`src/rtl/alu_share_ctrl_if.sv`:
```
// Request/response bundle between the two ALU requesters and the sharing controller.
// master = requester side, slave = alu_share_ctrl side.
interface alu_share_ctrl_if #(
  parameter int DATA_W = 32
);
  logic [1:0]          req_valid;
  logic [1:0]          req_ready;
  logic [7:0]          req_opcode;
  logic [2*DATA_W-1:0] req_a;
  logic [2*DATA_W-1:0] req_b;
  logic [1:0]          resp_valid;
  logic [1:0]          resp_ready;
  logic [DATA_W-1:0]   resp_result;
  logic                resp_zero;
  logic                resp_err;

  modport master (
    output req_valid, req_opcode, req_a, req_b, resp_ready,
    input  req_ready, resp_valid, resp_result, resp_zero, resp_err
  );

  modport slave (
    input  req_valid, req_opcode, req_a, req_b, resp_ready,
    output req_ready, resp_valid, resp_result, resp_zero, resp_err
  );
endinterface

```
`src/rtl/alu_share_ctrl.sv`:
```
// Round-robin sharing of one single-cycle ALU between two requesters.
// One transaction in flight: IDLE (grant) -> EXEC (ALU cycle) -> RESP (hold until consumed).
module alu_share_ctrl #(
  parameter int DATA_W = 32
) (
  input  logic              clk,
  input  logic              reset,
  alu_share_ctrl_if.slave   bus,
  output logic [3:0]        alu_opcode,
  output logic [DATA_W-1:0] alu_operandA,
  output logic [DATA_W-1:0] alu_operandB,
  input  logic [DATA_W-1:0] alu_result,
  input  logic              alu_zero
);

  typedef enum logic [1:0] {IDLE, EXEC, RESP} state_t;

  state_t            state_q, state_d;
  logic              owner_q, owner_d;
  logic              rr_ptr_q, rr_ptr_d;
  logic [3:0]        op_q, op_d;
  logic [DATA_W-1:0] a_q, a_d;
  logic [DATA_W-1:0] b_q, b_d;
  logic [DATA_W-1:0] result_q, result_d;
  logic              zero_q, zero_d;
  logic              err_q, err_d;

  logic grant_en;
  logic grant_idx;

  // On contention the round-robin pointer decides; otherwise the lone requester wins.
  always_comb begin
    grant_idx     = (bus.req_valid == 2'b11) ? rr_ptr_q : bus.req_valid[1];
    grant_en      = (state_q == IDLE) && (|bus.req_valid) && !reset;
    bus.req_ready = grant_en ? (grant_idx ? 2'b10 : 2'b01) : 2'b00;
  end

  always_comb begin
    state_d  = state_q;
    owner_d  = owner_q;
    rr_ptr_d = rr_ptr_q;
    op_d     = op_q;
    a_d      = a_q;
    b_d      = b_q;
    result_d = result_q;
    zero_d   = zero_q;
    err_d    = err_q;
    case (state_q)
      IDLE: begin
        if (grant_en) begin
          owner_d = grant_idx;
          op_d    = grant_idx ? bus.req_opcode[7:4] : bus.req_opcode[3:0];
          a_d     = grant_idx ? bus.req_a[2*DATA_W-1:DATA_W] : bus.req_a[DATA_W-1:0];
          b_d     = grant_idx ? bus.req_b[2*DATA_W-1:DATA_W] : bus.req_b[DATA_W-1:0];
          state_d = EXEC;
        end
      end
      EXEC: begin
        result_d = alu_result;
        zero_d   = alu_zero;
        err_d    = op_q[3];
        state_d  = RESP;
      end
      RESP: begin
        if (bus.resp_ready[owner_q]) begin
          state_d  = IDLE;
          rr_ptr_d = ~owner_q;
        end
      end
      default: state_d = IDLE;
    endcase
  end

  always_ff @(posedge clk) begin
    if (reset) begin
      state_q  <= IDLE;
      owner_q  <= 1'b0;
      rr_ptr_q <= 1'b0;
      op_q     <= '0;
      a_q      <= '0;
      b_q      <= '0;
      result_q <= '0;
      zero_q   <= 1'b0;
      err_q    <= 1'b0;
    end else begin
      state_q  <= state_d;
      owner_q  <= owner_d;
      rr_ptr_q <= rr_ptr_d;
      op_q     <= op_d;
      a_q      <= a_d;
      b_q      <= b_d;
      result_q <= result_d;
      zero_q   <= zero_d;
      err_q    <= err_d;
    end
  end

  always_comb begin
    alu_opcode      = op_q;
    alu_operandA    = a_q;
    alu_operandB    = b_q;
    bus.resp_valid  = (state_q == RESP) ? (owner_q ? 2'b10 : 2'b01) : 2'b00;
    bus.resp_result = result_q;
    bus.resp_zero   = zero_q;
    bus.resp_err    = err_q;
  end

endmodule

```
`src/flat_wrapper.sv`:
```
// flat-port wrapper written by rule: the top's interface ports become plain ports
module alu_share_ctrl_flat 
#(
  parameter int DATA_W = 32
)
  (clk, reset, alu_opcode, alu_operandA, alu_operandB, alu_result, alu_zero, bus_req_valid, bus_req_opcode, bus_req_a, bus_req_b, bus_resp_ready, bus_req_ready, bus_resp_valid, bus_resp_result, bus_resp_zero, bus_resp_err);
  alu_share_ctrl_if #(.DATA_W(DATA_W)) bus_i ();
  input  logic clk;
  input  logic reset;
  output logic [3:0] alu_opcode;
  output logic [DATA_W-1:0] alu_operandA;
  output logic [DATA_W-1:0] alu_operandB;
  input  logic [DATA_W-1:0] alu_result;
  input  logic alu_zero;
  input wire logic [$bits(bus_i.req_valid)-1:0] bus_req_valid;
  input wire logic [$bits(bus_i.req_opcode)-1:0] bus_req_opcode;
  input wire logic [$bits(bus_i.req_a)-1:0] bus_req_a;
  input wire logic [$bits(bus_i.req_b)-1:0] bus_req_b;
  input wire logic [$bits(bus_i.resp_ready)-1:0] bus_resp_ready;
  output wire logic [$bits(bus_i.req_ready)-1:0] bus_req_ready;
  output wire logic [$bits(bus_i.resp_valid)-1:0] bus_resp_valid;
  output wire logic [$bits(bus_i.resp_result)-1:0] bus_resp_result;
  output wire logic [$bits(bus_i.resp_zero)-1:0] bus_resp_zero;
  output wire logic [$bits(bus_i.resp_err)-1:0] bus_resp_err;
  assign bus_i.req_valid = bus_req_valid;
  assign bus_i.req_opcode = bus_req_opcode;
  assign bus_i.req_a = bus_req_a;
  assign bus_i.req_b = bus_req_b;
  assign bus_i.resp_ready = bus_resp_ready;
  assign bus_req_ready = bus_i.req_ready;
  assign bus_resp_valid = bus_i.resp_valid;
  assign bus_resp_result = bus_i.resp_result;
  assign bus_resp_zero = bus_i.resp_zero;
  assign bus_resp_err = bus_i.resp_err;
  alu_share_ctrl #(.DATA_W(DATA_W)) u_core (.clk(clk), .reset(reset), .bus(bus_i), .alu_opcode(alu_opcode), .alu_operandA(alu_operandA), .alu_operandB(alu_operandB), .alu_result(alu_result), .alu_zero(alu_zero));
endmodule
```
`config.mk`:
```
export PLATFORM = sky130hd
export DESIGN_NAME = alu_share_ctrl_flat
export DESIGN_NICKNAME = d
export VERILOG_FILES = /design/src/rtl/alu_share_ctrl_if.sv /design/src/rtl/alu_share_ctrl.sv /design/src/flat_wrapper.sv
export SDC_FILE = /design/constraint.sdc
export NUM_CORES = 1
export LEC_CHECK = 0
export ABC_AREA = 1
export BUFFER_PORTS_ARGS = -buffer_cell sky130_fd_sc_hd__buf_2
export CAP_MARGIN = 0
export CELL_PAD_IN_SITES_DETAIL_PLACEMENT = 2
export CELL_PAD_IN_SITES_GLOBAL_PLACEMENT = 2
export CORE_MARGIN = 5
export CORE_UTILIZATION = 21
export CTS_CLUSTER_DIAMETER = 60
export DETAILED_ROUTE_END_ITERATION = 10
export PLACE_DENSITY_LB_ADDON = 0.1
export SKIP_LAST_GASP = 1
export SLEW_MARGIN = 20
export SYNTH_ARGS = -nofsm -noshare
export SYNTH_HDL_FRONTEND = slang
export SYNTH_SLANG_ARGS = --single-unit
```
`constraint.sdc`:
```
create_clock -name clk -period 1.7 [get_ports clk]
set_input_delay 0.085 -clock clk [delete_from_list [all_inputs] [get_ports clk]]
set_output_delay 0.085 -clock clk [all_outputs]
set_load 0.01 [all_outputs]
```
# Yosys cells after proc, flatten, opt, wreduce, memory -nomap -nowiden

Index checks and enable logic that the tools add are counted.

Register bits after elaboration: 106
Output and inout port bits: 106

Magnitude comparators: 1
Eq/ne operators: 5
Muxes and demuxes: 13
Bitwise operators: 1
Reductions and logical operators: 8

Operators with widths:

| operator             | number |
|---|---|
| $mux W32             | 2 |
| $mux W2              | 6 |
| $pmux W2 S3          | 1 |
| $reduce_and A2 Y1    | 3 |
| $eq A2 B2 Y1 const B | 2 |
| $mux W4              | 1 |
| $ne A2 B1 Y1 const B | 2 |
| $mux W1              | 3 |
| $eq A2 B1 Y1 const B | 1 |
| $logic_and A1 B1 Y1  | 2 |
| $logic_not A2 Y1     | 1 |
| $lt A1 B2 Y1 const B | 1 |
| $reduce_or A2 Y1     | 1 |
| $logic_not A1 Y1     | 1 |
| $not A1 Y1           | 1 |

# Logic depth before layout (Yosys ltp)

Word-level depth: 5
Mapped depth: 9
Gate-level depth less buffers: 7

# Worst setup path before layout

No wires, ideal clock.

Kind: register to register
Start point: register u_core.state_q[0]
End point: register u_core.owner_q
Library setup time: 126 ps
Data arrival time: 1134 ps
Required time: 1574 ps
Slack: 440 ps
Stages on the path, launching flop included: 8
Buffers on the path: 1
Path through: dfxtp_1 > inv_1 > nand2_1 > nor2_1 > nand2_1 > buf_2 > a21oi_1 > nor2_1

Word-level cells in the longest chain between the ends: 4

RTL lines:

| item                              | RTL line                                   | RTL |
|---|---|---|
| from (decl)                       | alu_share_ctrl.sv:18                       | `state_t state_q, state_d;` |
| from (signal assigned)            | alu_share_ctrl.sv:86                       | `state_q <= state_d;` |
| $logic_not A2 Y1 *                | alu_share_ctrl.sv:34, alu_share_ctrl.sv:48 |  |
| $logic_and A1 B1 Y1 (2 in series) | alu_share_ctrl.sv:34                       | `grant_en = (state_q == IDLE) && (\|bus.req_valid) && !reset;` |
| $reduce_and A2 Y1 (no line) *     | --                                         |  |
| to (signal assigned)              | alu_share_ctrl.sv:87                       | `owner_q <= owner_d;` |
| to (decl)                         | alu_share_ctrl.sv:19                       | `logic owner_q, owner_d;` |

Every way passes the cells marked *; elsewhere a longest branch is shown, timed or not.
A chain may end at the register's enable or synchronous reset.

# Worst setup path after layout

Start point: register u_core.state_q[0]
End point: output bus_req_ready[1]

Word-level cells in the longest chain between the ends: 4

RTL lines:

| item                              | RTL line             | RTL |
|---|---|---|
| $logic_not A2 Y1                  | alu_share_ctrl.sv:34 |  |
| $logic_and A1 B1 Y1 (2 in series) | alu_share_ctrl.sv:34 |  |
| $mux W2                           | alu_share_ctrl.sv:35 | `bus.req_ready = grant_en ? (grant_idx ? 2'b10 : 2'b01) : 2'b00;` |
| to (decl)                         | flat_wrapper.sv:20   | `output wire logic [$bits(bus_i.req_ready)-1:0] bus_req_ready;` |

Every way passes these cells.

==> metrics.txt <==
status finished clean; Placer Congestion 0.7100; leading area contributor after synthesis dfxtp_1; IO Port Bufs 280; reg2reg end u_core.alu_operandB[20]$_SDFFE_PP0P_; measured slew at the worst slew-check pin 0.6619 ns; most common cell after layout, fill and taps aside buf_2; ratio of cells with drive above 1 in the final layout 32.26%; CTS H-tree depth 3; layout filler cell count 2737; Min-Delay Path Class in -> reg; NumNets Final 1162; Post-Syn Instances 700; syn_nets 875; skew final 0.006191 ns; Vias/cell 4.368; drt total wl 20930 µm; crit path to bus_req_ready[1]; crit path from u_core.state_q[0]$_SDFFE_PP0P_; period utilization 91.02%; sequential-to-total area share from yosys stat 45.90%; Synth-to-Final Area Change 50.72%; Fin. Hold Viols 0; TritonCTS clock tree yes; Rel. slew slack 55.87%; pins over their slew limit 0; Stages on worst setup path 7; Top Family by Delay on Critical Path simple AND/OR/NAND/NOR gates; number of max-cap violations 0; critical path's slowest cell dfxtp_1; setup_tns 0 ns; Finished Core Util 32.03%; Max FO, Critical Path 6; setup ws final 0.1526 ns; row count 54; crit path kind reg -> out; worst skew pair latency 0.35 ns; Antenna Violating Nets Remaining 0; Yosys cell types 15; unrepaired setup endpoints after global routing false; # IOs 281; peak supply drop 0.0004905 V; vias in the first global route 5916; Fin Hold WS 0.05240 ns; largest net degree at the start of global routing 57; Die X 158.4 µm; Achievable Freq 646.3 MHz; Placed Instance Area 6329 µm²; clock slew at reported path FFs 0.07 ns; commonest cells after routing, fill and taps aside buf_2 (280), nand2_1 (277), dfxtp_1 (106); Pre-antenna DRT Iters 4; Syn Std Cell Area 4623 µm²; Clock Tree Root clkbuf_16; Req. time, crit path 1.62 ns; synth top area cells dfxtp_1 (46%), nand2_1 (23%), a21oi_1 (7.7%), nand3_1 (7.4%), nor2_1 (6.3%); Worst setup SP type register; DR iter-0 viols 127; post-synth top area share 45.90%; routed vias 5565; Die H 158.4 µm; Yosys warning count 0; DR WL/cell 16.43 µm; initial antenna violation count 2; leakage power 3.510 nW; r2r startpoint u_core.state_q[0]$_SDFFE_PP0P_; Critical Path Max Stage Delay 0.33 ns; Remaining DRCs 0; first-pass GRT wire length 32260 µm; # clock sinks 106; initial core utilization 21.25%; core area 21760 µm²; cell area after layout 6968 µm²; GR Util All Layers 16.24%; crit path DAT 1.46 ns; Cell Chain, Critical Path inv_1 > nand2_1 > nor2_4 > nand2_4 > buf_4 > nor2_1 > buf_2; setup slack, reg-to-reg 0.22 ns; crit end category output pin; grt ovf 0; Setup-failing EPs final 0; clk buf depth 2; PwrDens 900.6 nW/µm²; Tmin final 1.547 ns; buffers and inverters on the worst path 3; die area 25080 µm²; Final HPWL DP 15100 µm; CTS buffer count 9; synthesized flop and latch total 106; Placement Setup Slack 0.2087 ns; average size of a mapped cell 6.605 µm²; FF-to-FF path depth 8
==> layer usage <==
metal  up-vias  share of wire, %  track usage, %
met5         -                 0               0
met4         0               1.3           3.899
met3        14               8.8           6.061
met2       171                47           26.92
met1      2576                43           20.07
li1       2804                 -               -
==> sequential cells by signal, summed over array words and instances (netlist names) <==
register                cells
u_core.alu_opcode           4
u_core.alu_operandA        32
u_core.alu_operandB        32
u_core.bus.resp_err         1
u_core.bus.resp_result     32
u_core.bus.resp_zero        1
u_core.owner_q              1
u_core.rr_ptr_q             1
u_core.state_q              2
==> worst register-to-register path, cell delays in order, from the launching register on <==
cell and delay, ns:
dfxtp_1 0.36, inv_1 0.06, nand2_1 0.16, nor2_4 0.06
nand2_4 0.09, buf_4 0.17, buf_12 0.23, nand2_1 0.11
a21oi_1 0.17
==> cells in the mapped netlist <==
cell type    n
buf_4        3
nor3_4       1
dfxtp_1    106
a21oi_1     71
o21ai_0     36
clkbuf_1    28
nand3_1     68
inv_2        1
buf_1        1
clkinv_1     1
nor2_2       1
nand2_1    280
buf_2       21
nor2_1      77
inv_1        5
==> power breakdown <==
group / internal [mW] / switching [mW] / total, mW / leakage, nW
clock network: 1.02 / 1.06 / 2.09 / 0.137
registers: 2.68 / 0.0939 / 2.77 / 0.868
logic: 0.591 / 0.824 / 1.41 / 2.51
==> how the worst min path moves through the flow <==
stage,startpoint,endpoint,slack [ns],depth (start not counted)
2_1_floorplan,bus_resp_ready[0],u_core.rr_ptr_q$_SDFFE_PP0P_,0.23,2
3_3_place_gp,alu_result[6],u_core.bus.resp_result[6]$_SDFFE_PP0N_,0.34,3
3_5_place_dp,alu_result[6],u_core.bus.resp_result[6]$_SDFFE_PP0N_,0.35,3
4_1_cts,alu_result[9],u_core.bus.resp_result[9]$_SDFFE_PP0N_,0.005,3
5_1_grt,alu_result[17],u_core.bus.resp_result[17]$_SDFFE_PP0N_,0.04,3
6_report,alu_result[17],u_core.bus.resp_result[17]$_SDFFE_PP0N_,0.05,3
==> repair_timing <==
action                                  in CTS  in global routing
hold buffers                                32                  0
endpoints found under the setup margin       2                  2
pin swaps                                    0                  1
setup buffers                                0                  1
gates resized for setup                      2                  2
hold endpoints to repair                    32                  0
==> layout make-up <==
cell class | count | area [µm²] | area share (%)
multi-input combinational | 534 | 2258 | 32.41
sequential | 106 | 2122 | 30.45
timing repair buffer | 329 | 1916 | 27.49
tap | 280 | 350.3 | 5.028
clock buffer | 9 | 225.2 | 3.232
clock inverter | 7 | 65.06 | 0.9337
inverter | 7 | 26.28 | 0.3771
antenna | 2 | 5.005 | 0.07183
==> cells by family after synthesis <==
kind of cell / count (synthesis) / share of synthesized area, %
buffers and inverters: 60 / 5.683
flip-flops: 106 / 45.90
AND/OR/NAND/NOR: 427 / 36.83
AO/OA/AOI/OAI: 107 / 11.58
==> metrics by stage <==
step / cells / power, mW
3_3_place_gp: 1223 / 4.196
5_1_grt: 1274 / 6.710
3_5_place_dp: 1223 / 4.214
6_report: 1274 / 6.275
2_1_floorplan: 700 / 3.540
4_1_cts: 1271 / 6.433
(Power assumes the default switching activity.)
